--- src/rtl/oci_trace_pkg.sv ---
// Shared types and helpers for the OCI trace capture buffer.
// State encoding and width helpers used by the top and the store.
package oci_trace_pkg;

  typedef enum logic [1:0] {
    ARMED  = 2'd0,
    POST   = 2'd1,
    FROZEN = 2'd2
  } state_t;

  localparam int DATA_W_DEF  = 30;
  localparam int COUNT_W_DEF = 4;
  localparam int ENTRY_W_DEF = DATA_W_DEF + COUNT_W_DEF;

  function automatic int clog2(input int n);
    int r;
    r = 0;
    for (int i = 0; i < 31; i++) begin
      if ((1 << i) < n) r = i + 1;
    end
    return r;
  endfunction

  function automatic int entry_w(input int dw, input int cw);
    return dw + cw;
  endfunction

endpackage

--- src/rtl/oci_trace_ram.sv ---
// Trace entry store: DEPTH x WIDTH simple dual-port memory.
// Synchronous write, asynchronous read of the oldest entry.
module oci_trace_ram
  import oci_trace_pkg::*;
#(
  parameter int DEPTH  = 16,
  parameter int WIDTH  = ENTRY_W_DEF,
  parameter int ADDR_W = clog2(DEPTH)
) (
  input  logic              clk,
  input  logic              we,
  input  logic [ADDR_W-1:0] waddr,
  input  logic [WIDTH-1:0]  wdata,
  input  logic [ADDR_W-1:0] raddr,
  output logic [WIDTH-1:0]  rdata
);

  logic [WIDTH-1:0] mem [DEPTH];

  // Registered write port; no reset so it maps onto RAM primitives.
  always_ff @(posedge clk) begin
    if (we) mem[waddr] <= wdata;
  end

  assign rdata = mem[raddr];

endmodule

--- src/rtl/oci_trace_capture.sv ---
// OCI trace capture: circular store, trigger countdown, freeze, drain.
// Control FSM, pointers and counters; storage lives in oci_trace_ram.
module oci_trace_capture
  import oci_trace_pkg::*;
#(
  parameter int DATA_W    = 30,
  parameter int COUNT_W   = 4,
  parameter int DEPTH     = 16,
  parameter int POST_TRIG = 4,
  parameter int DROP_W    = 16
) (
  input  logic                         clk,
  input  logic                         reset,
  input  logic                         trc_valid,
  input  logic [DATA_W-1:0]            trc_data,
  input  logic [COUNT_W-1:0]           trc_count,
  input  logic                         mode_wrap,
  input  logic                         test_ending,
  input  logic                         rearm,
  output logic                         rd_valid,
  input  logic                         rd_ready,
  output logic [DATA_W+COUNT_W-1:0]    rd_data,
  output logic                         rd_last,
  output logic                         capture_done,
  output logic [clog2(DEPTH):0]        fill_level,
  output logic                         wrapped,
  output logic [DROP_W-1:0]            dropped_count
);

  localparam int ENTRY_W = entry_w(DATA_W, COUNT_W);
  localparam int PTR_W   = clog2(DEPTH);
  localparam int FILL_W  = PTR_W + 1;

  localparam logic [FILL_W-1:0] FULL_LVL = FILL_W'(DEPTH);
  localparam logic [FILL_W-1:0] POST_LVL = FILL_W'(POST_TRIG);
  localparam logic [FILL_W-1:0] ONE      = FILL_W'(1);
  localparam logic [PTR_W-1:0]  PSTEP    = PTR_W'(1);

  state_t state_q, state_d;
  logic [FILL_W-1:0] post_q, post_d;

  logic [PTR_W-1:0]  wr_ptr, rd_ptr;
  logic [FILL_W-1:0] fill_q;
  logic              wrapped_q;
  logic [DROP_W-1:0] drop_q;

  logic live, qual, full, frozen;
  logic write_new, overwrite, drop, pop;
  logic [ENTRY_W-1:0] ram_rdata;

  assign live   = !reset && !rearm;
  assign frozen = (state_q == FROZEN);
  assign full   = (fill_q == FULL_LVL);
  assign qual   = live && trc_valid
                  && (trc_count != '0)
                  && (state_q == ARMED
                      || state_q == POST);

  assign write_new = qual && !full;
  assign overwrite = qual && full && mode_wrap;
  assign drop      = qual && full && !mode_wrap;
  assign pop       = live && frozen
                     && (fill_q != '0) && rd_ready;

  // State and post-trigger countdown registers.
  always_ff @(posedge clk) begin
    if (reset) begin
      state_q <= ARMED;
      post_q  <= '0;
    end else begin
      state_q <= state_d;
      post_q  <= post_d;
    end
  end

  // Next-state: trigger, countdown to freeze, rearm override.
  always_comb begin
    state_d = state_q;
    post_d  = post_q;
    unique case (state_q)
      ARMED: begin
        if (test_ending) begin
          if (POST_TRIG == 0) begin
            state_d = FROZEN;
          end else begin
            state_d = POST;
            post_d  = POST_LVL;
          end
        end
      end
      POST: begin
        if (qual) begin
          post_d = post_q - ONE;
          if (post_q == ONE) state_d = FROZEN;
        end
      end
      FROZEN: begin
      end
      default: state_d = ARMED;
    endcase
    if (rearm) begin
      state_d = ARMED;
      post_d  = '0;
    end
  end

  // Pointers, fill level and sticky status counters.
  always_ff @(posedge clk) begin
    if (reset || rearm) begin
      wr_ptr    <= '0;
      rd_ptr    <= '0;
      fill_q    <= '0;
      wrapped_q <= 1'b0;
      drop_q    <= '0;
    end else begin
      unique case (1'b1)
        write_new: begin
          wr_ptr <= wr_ptr + PSTEP;
          fill_q <= fill_q + ONE;
        end
        overwrite: begin
          wr_ptr    <= wr_ptr + PSTEP;
          rd_ptr    <= rd_ptr + PSTEP;
          wrapped_q <= 1'b1;
        end
        drop: begin
          if (drop_q != '1) drop_q <= drop_q + 1'b1;
        end
        pop: begin
          rd_ptr <= rd_ptr + PSTEP;
          fill_q <= fill_q - ONE;
        end
        default: begin
        end
      endcase
    end
  end

  oci_trace_ram #(
    .DEPTH  (DEPTH),
    .WIDTH  (ENTRY_W),
    .ADDR_W (PTR_W)
  ) u_ram (
    .clk   (clk),
    .we    (write_new || overwrite),
    .waddr (wr_ptr),
    .wdata ({trc_count, trc_data}),
    .raddr (rd_ptr),
    .rdata (ram_rdata)
  );

  assign rd_valid      = frozen && (fill_q != '0);
  assign rd_data       = ram_rdata;
  assign rd_last       = rd_valid && (fill_q == ONE);
  assign capture_done  = frozen;
  assign fill_level    = fill_q;
  assign wrapped       = wrapped_q;
  assign dropped_count = drop_q;

endmodule

--- config.mk ---
export PLATFORM = sky130hd
export DESIGN_NAME = oci_trace_capture
export DESIGN_NICKNAME = d
export VERILOG_FILES = /design/src/rtl/oci_trace_pkg.sv /design/src/rtl/oci_trace_ram.sv /design/src/rtl/oci_trace_capture.sv
export SDC_FILE = /design/constraint.sdc
export NUM_CORES = 1
export LEC_CHECK = 0
export ABC_AREA = 1
export BUFFER_PORTS_ARGS = -buffer_cell sky130_fd_sc_hd__buf_2
export CAP_MARGIN = 20
export CORE_UTILIZATION = 38
export CTS_CLUSTER_SIZE = 12
export DETAILED_ROUTE_END_ITERATION = 7
export MAX_ROUTING_LAYER = met4
export PLACE_DENSITY = 0.53
export REMOVE_ABC_BUFFERS = 1
export SLEW_MARGIN = 40
export SYNTH_ARGS = -nofsm -noshare
export SYNTH_HDL_FRONTEND = slang
export SYNTH_SLANG_ARGS = --single-unit
export TNS_END_PERCENT = 50
--- constraint.sdc ---
create_clock -name clk -period 4.5 [get_ports clk]
set_clock_uncertainty 0.15 [all_clocks]
set_input_delay 0.9 -clock clk [delete_from_list [all_inputs] [get_ports clk]]
set_output_delay 0.9 -clock clk [all_outputs]
set_load 0.02 [all_outputs]
# Word level (Yosys, flattened, before mapping)
# Memory sizes are Yosys's and may differ from the RTL's. A register that Yosys moved wholly into a read port is not among the register bits.
# Index checks and enable logic that the tools add are counted.
# word_totals
regBits,37
out_inout_bits,59
word_cells,67
n_memories,1
ram_bits,544
# memory_table
name,depth,word_bits,rd,rd_clocked_by_memory_dff,write_ports,line_no,rtl
u_ram.mem,16,34,1,1,1,oci_trace_ram.sv:18,logic [WIDTH-1:0] mem [DEPTH];
# classes
reduce_logical,31
muxes,12
add_sub_neg,6
n_bitwise,1
eq_ne,9
# ops
op,count
$pmux W5 S2,2
$add A16 B1 Y16 const B,1
$ne A16 B16 Y1 const B,1
$logic_and A1 B1 Y1,13
$eq A5 B1 Y1 const B,2
$mux W5,2
$sub A5 B1 Y5 const B,2
$add A4 B1 Y4 const B,2
$mux W4,2
$mux W2,3
$pmux W2 S3,1
$reduce_or A2 Y1,3
$add A5 B1 Y5 const B,1
$eq A5 B5 Y1 const B,1
$reduce_bool A5 Y1,1
$logic_not A1 Y1,4
$ne A2 B2 Y1 const B,2
$reduce_and A4 Y1,1
$reduce_bool A2 Y1,2
$reduce_bool A4 Y1,1
$logic_or A1 B1 Y1,3
$reduce_and A3 Y1,1
$eq A2 B1 Y1 const B,1
$eq A2 B2 Y1 const B,1
5 further kinds,6

# Depth between registers and ports, before layout
# depth
word_depth,10
depth_mapped,10
ltp_nobuf,10

# Hierarchy
# A second synthesis with hierarchy kept.
# hier_totals
cells_unflattened,2576
hier_area_um2,25662.1
# modules_own_cells
mod,n_inst,area_per_inst_um2,cells_per_inst
oci_trace_ram,1,23259.8,2216
oci_trace_capture,1,2402.3,360

# Worst setup path after synthesis
# OpenSTA, ideal clock, no wires.
# synth_path
path_type,in2reg
from,input reset
to,memory u_ram.mem[0][0] (netlist bit) (enable)
arrival_ns,3.111
stages,9
setup_slack_ns,0.814
n_path_buf,0
path_cell_list,inv_1 > nand2_1 > nor2_1 > nand2_1 > inv_1 > o211ai_2 > inv_1 > nand2_1 > nor2_1
# synth_between
elab_chain_cells,10
word_cells_on_any_way,11
# synth_rtl
element,line_no,rtl
"start, declared",oci_trace_capture.sv:13,"input logic reset,"
$logic_not A1 Y1 *,oci_trace_capture.sv:51,assign live = !reset && !rearm;
$logic_and A1 B1 Y1 *,oci_trace_capture.sv:51,
$logic_and A1 B1 Y1 *,oci_trace_capture.sv:54,assign qual = live && trc_valid
$logic_and A1 B1 Y1 *,oci_trace_capture.sv:55,&& (trc_count != '0)
$logic_and A1 B1 Y1 *,oci_trace_capture.sv:56,&& (state_q == ARMED
$logic_and A1 B1 Y1 (2 in series),oci_trace_capture.sv:60,assign overwrite = qual && full && mode_wrap;
$logic_or A1 B1 Y1 *,oci_trace_capture.sv:145,".we (write_new || overwrite),"
$mux W1 *,oci_trace_ram.sv:22,if (we) mem[waddr] <= wdata;
$mux W1 (not written as such) *,oci_trace_ram.sv:22,
"end, declared",oci_trace_ram.sv:18,
# Every way passes the cells marked *; elsewhere a longest branch is shown, timed or not.

==> results.md <==
- Status: finished clean
- Wire length on met2: 27.98 mm
- Most used DFF post-synth: edfxtp_1
- Clock transition at the registers of the reported paths: 60 ps
- Initial core utilization: 0.3846
- Post-synthesis compound-gate area fraction: 0.1186
- Largest family of logic cells by synthesized area: compound AO/OA/AOI/OAI gates
- Post-route cell area: between 0.02 and 0.03 sq mm
- CTS Root Cell: clkbuf_16
- Largest net degree at the start of global routing: 128
- Final setup margin: between 500 and 600 ps
- Antenna violations before repair: 1
- EDFF count, synth: 544
- Net switching power: 2267 uW
- TritonCTS sink count: 585
- Pleak: 0.008996 uW
- Worst r2r src: fill_level[0]
- Post-cts repair resize count: 0
- WHS Endpoint: wrapped
- Initial DRC count: 1346
- # DRC: 0
- Global-route usage over all layers: 0.1949
- Number of I/O port buffers: 99
- Worst slack at placement: 880.3 ps
- Vias in the first global route: 15050
- Switching share of power: 0.2004
- CTS max path bufs: 3
- Adder-cell share of the synthesized area: 0.006338
- R2r endpoint: u_ram.mem[9][16]
- Layout Nets: 2106
- Fmax: about 0.26 GHz
- Mux share of post-synthesis cell area: 0
- Most instantiated cells after synthesis: edfxtp_1, nor2_1, o21ai_0, o211ai_1, nand2_1
- Floorplan row count: 91
- Yosys top cell by area: edfxtp_1
- Antenna viol nets, final: 0
- Clock power share: 0.456
- Most common cell in the netlist: edfxtp_1
- R2R Setup Slk: 1760 ps
- Final hold vios: 0
- Yosys warning count: 0
- Cell Area, Synth: 0.02369 sq mm
- First-pass GRT wire length: between 90 and 100 mm
- Total Wirelength: 59.75 mm
- Distinct cells, synth: 34
- H-tree depth: 3
- Vias/cell: 5.238
- Period utilization: 0.8692
- Hpwl dp: 33.16 mm
- Crit Path Category: flop to output port
- Hold Startpoint: wrapped
- Register area share after synthesis: 0.7242
- Die width: around 250 um
- P&R area growth vs syn: 15.53%
- Max Slew Vio Count: 0
- Final RePlAce weighted congestion: roughly 0.80
- Synth top area share: 0.6896
- Ys async rst share: 0
- P_int: 9043 uW
- Min cycle time layout: 3911 ps
- Congestion Overflow GR: 0
- CP Launch Type: flop
- Syn avg cell area: 12.10 sq um
- Max FO, Critical Path: 69
- CP required: 3450 ps
- Setup violations, final: 0
- Slew margin rel.: 0.4461
- XOR/XNOR Fraction of Synth Area: 0.003697
- Synth Register Bits: 585
- Synth Area in Simple Gates: 0.1157
- Total negative slack: 0 ps
- Worst vdd ir: 216.7 uV
- Maxcap violations: 0
- Initial DRT Pass Iterations: 7
- Critical Path AT: 2860 ps
- Worst hold path class: flop to flop
- Reg power frac: 0.527
- Post-DR wirelength/cell: between 20 and 25 um
- I/O Pins: 100
- Syn Inst Count: 1958
- Core ar.: between 0.06 and 0.07 sq mm
- Synth area leaders: edfxtp_1, nor2_1, o21ai_0
- Setup Fix Bufs, Post-CTS: 0
- Placed Instance Area: 0.02532 sq mm
- DR top layer: met4
- Worst-margin pin slew: 830.9 ps
- Pwr Density: 413.2 mW/mm^2
- Worst hold slack: 316.2 ps
- Met3 wire length: 3.174 mm
- # hold bufs at CTS: 0
- WL met1: roughly 27 mm
- Die height: 251.7 um
- RSZ-0062 raised after global routing: false
- Vias: 15360
- Hold Path Depth: 2
- Num CTS Buffers: 66
- Share of cells above drive strength 1: 0.1261
- Worst Reg-to-Reg Cells: 8
- Die ar.: 0.06334 sq mm
- Gate power share: 0.018
- Worst setup EP type: output port
- CTS tree: yes
- Clock Latency Late Sink: 600 ps
-- stage by stage --
step | total power [uW] | utilization | cells
2_1_floorplan | 6139 | - | 1841
3_3_place_gp | 6273 | 0.4109 | 2821
3_5_place_dp | 6277 | 0.4110 | 2821
4_1_cts | 11430 | 0.4440 | 2930
5_1_grt | 11650 | 0.4443 | 2932
6_report | 11310 | 0.4443 | 2933
-- cells in the final DEF (no fill, tap or decap), drive strengths merged, types with 3 or more instances in the layout --
master	Yosys	layout
inv	54	57
dfxtp	41	41
nor2	484	484
o21ai	315	315
ha	12	12
a21oi	37	37
o211ai	137	137
nand3	67	67
clkbuf	58	88
nand3b	3	3
nand4	4	4
bufinv	0	3
nor3	3	3
xor2	8	8
buf	59	144
clkinv	1	15
edfxtp	544	544
nand2	125	125
-- how the worst max path moves through the flow --
stage               depth (start not counted)               end  startpoint  slack (ps)
floorplan                                   7       rd_data[18]        flop       -3670
global placement                           11  u_ram.mem[3][20]       reset         890
detailed placement                         11  u_ram.mem[3][22]       reset         880
CTS                                         6       rd_data[16]        flop         510
global route                                6       rd_data[16]        flop         360
finish                                      6       rd_data[16]        flop         590
-- critical path, cell delays in order (launching register included) --
cell and delay [ps]:
dfxtp_4 560, buf_4 620, o21ai_0 180, o21ai_0 430, o211ai_1 190, nand2_1 120, buf_2 160
-- per-layer routing --
| metal | vias up | global-route usage |
|---|---|---|
| met4 | 0 | 0.05610 |
| met2 | 428 | 0.2995 |
| met1 | 7624 | 0.2677 |
| met3 | 76 | 0.03074 |
| met5 | - | - |
| li1 | 7236 | - |
-- registers in the layout, indices dropped and copies added, names as in the netlist, named ones only --
register	cells
fill_level	5
state_q	2
rd_ptr	4
post_q	5
wrapped	1
u_ram.mem	544
wr_ptr	4
dropped_count	16
-- logic make-up (layout without fill, tap and decap cells) --
group | Yosys count | count (layout)
AOI/OAI and AO/OA | 491 | 491
xor gates and xnor gates | 10 | 10
adders and majority gates | 12 | 12
buffers and inverters | 172 | 308
DFF | 585 | 585
other | 0 | 2
and+or+nand+nor | 688 | 688
-- final cells by class --
class	instances	area, sq um
antenna	2	5.005
clock buffer	88	1851
clock inverter	21	186.4
fill	5617	34230
inverter	55	216.5
multi-input combinational	1201	5907
sequential	585	17170
tap	837	1047
timing repair buffer	144	987.2
-- power by group through the flow --
stage | sequential, uW | clock, uW | combinational, uW
2_1_floorplan | 6080 | 0 | 62.1
3_3_place_gp | 6070 | 0 | 200
3_5_place_dp | 6070 | 0 | 204
4_1_cts | 5960 | 5270 | 204
5_1_grt | 5960 | 5470 | 221
6_report | 5960 | 5150 | 199
No activity file was read; power rests on OpenSTA's default activity.
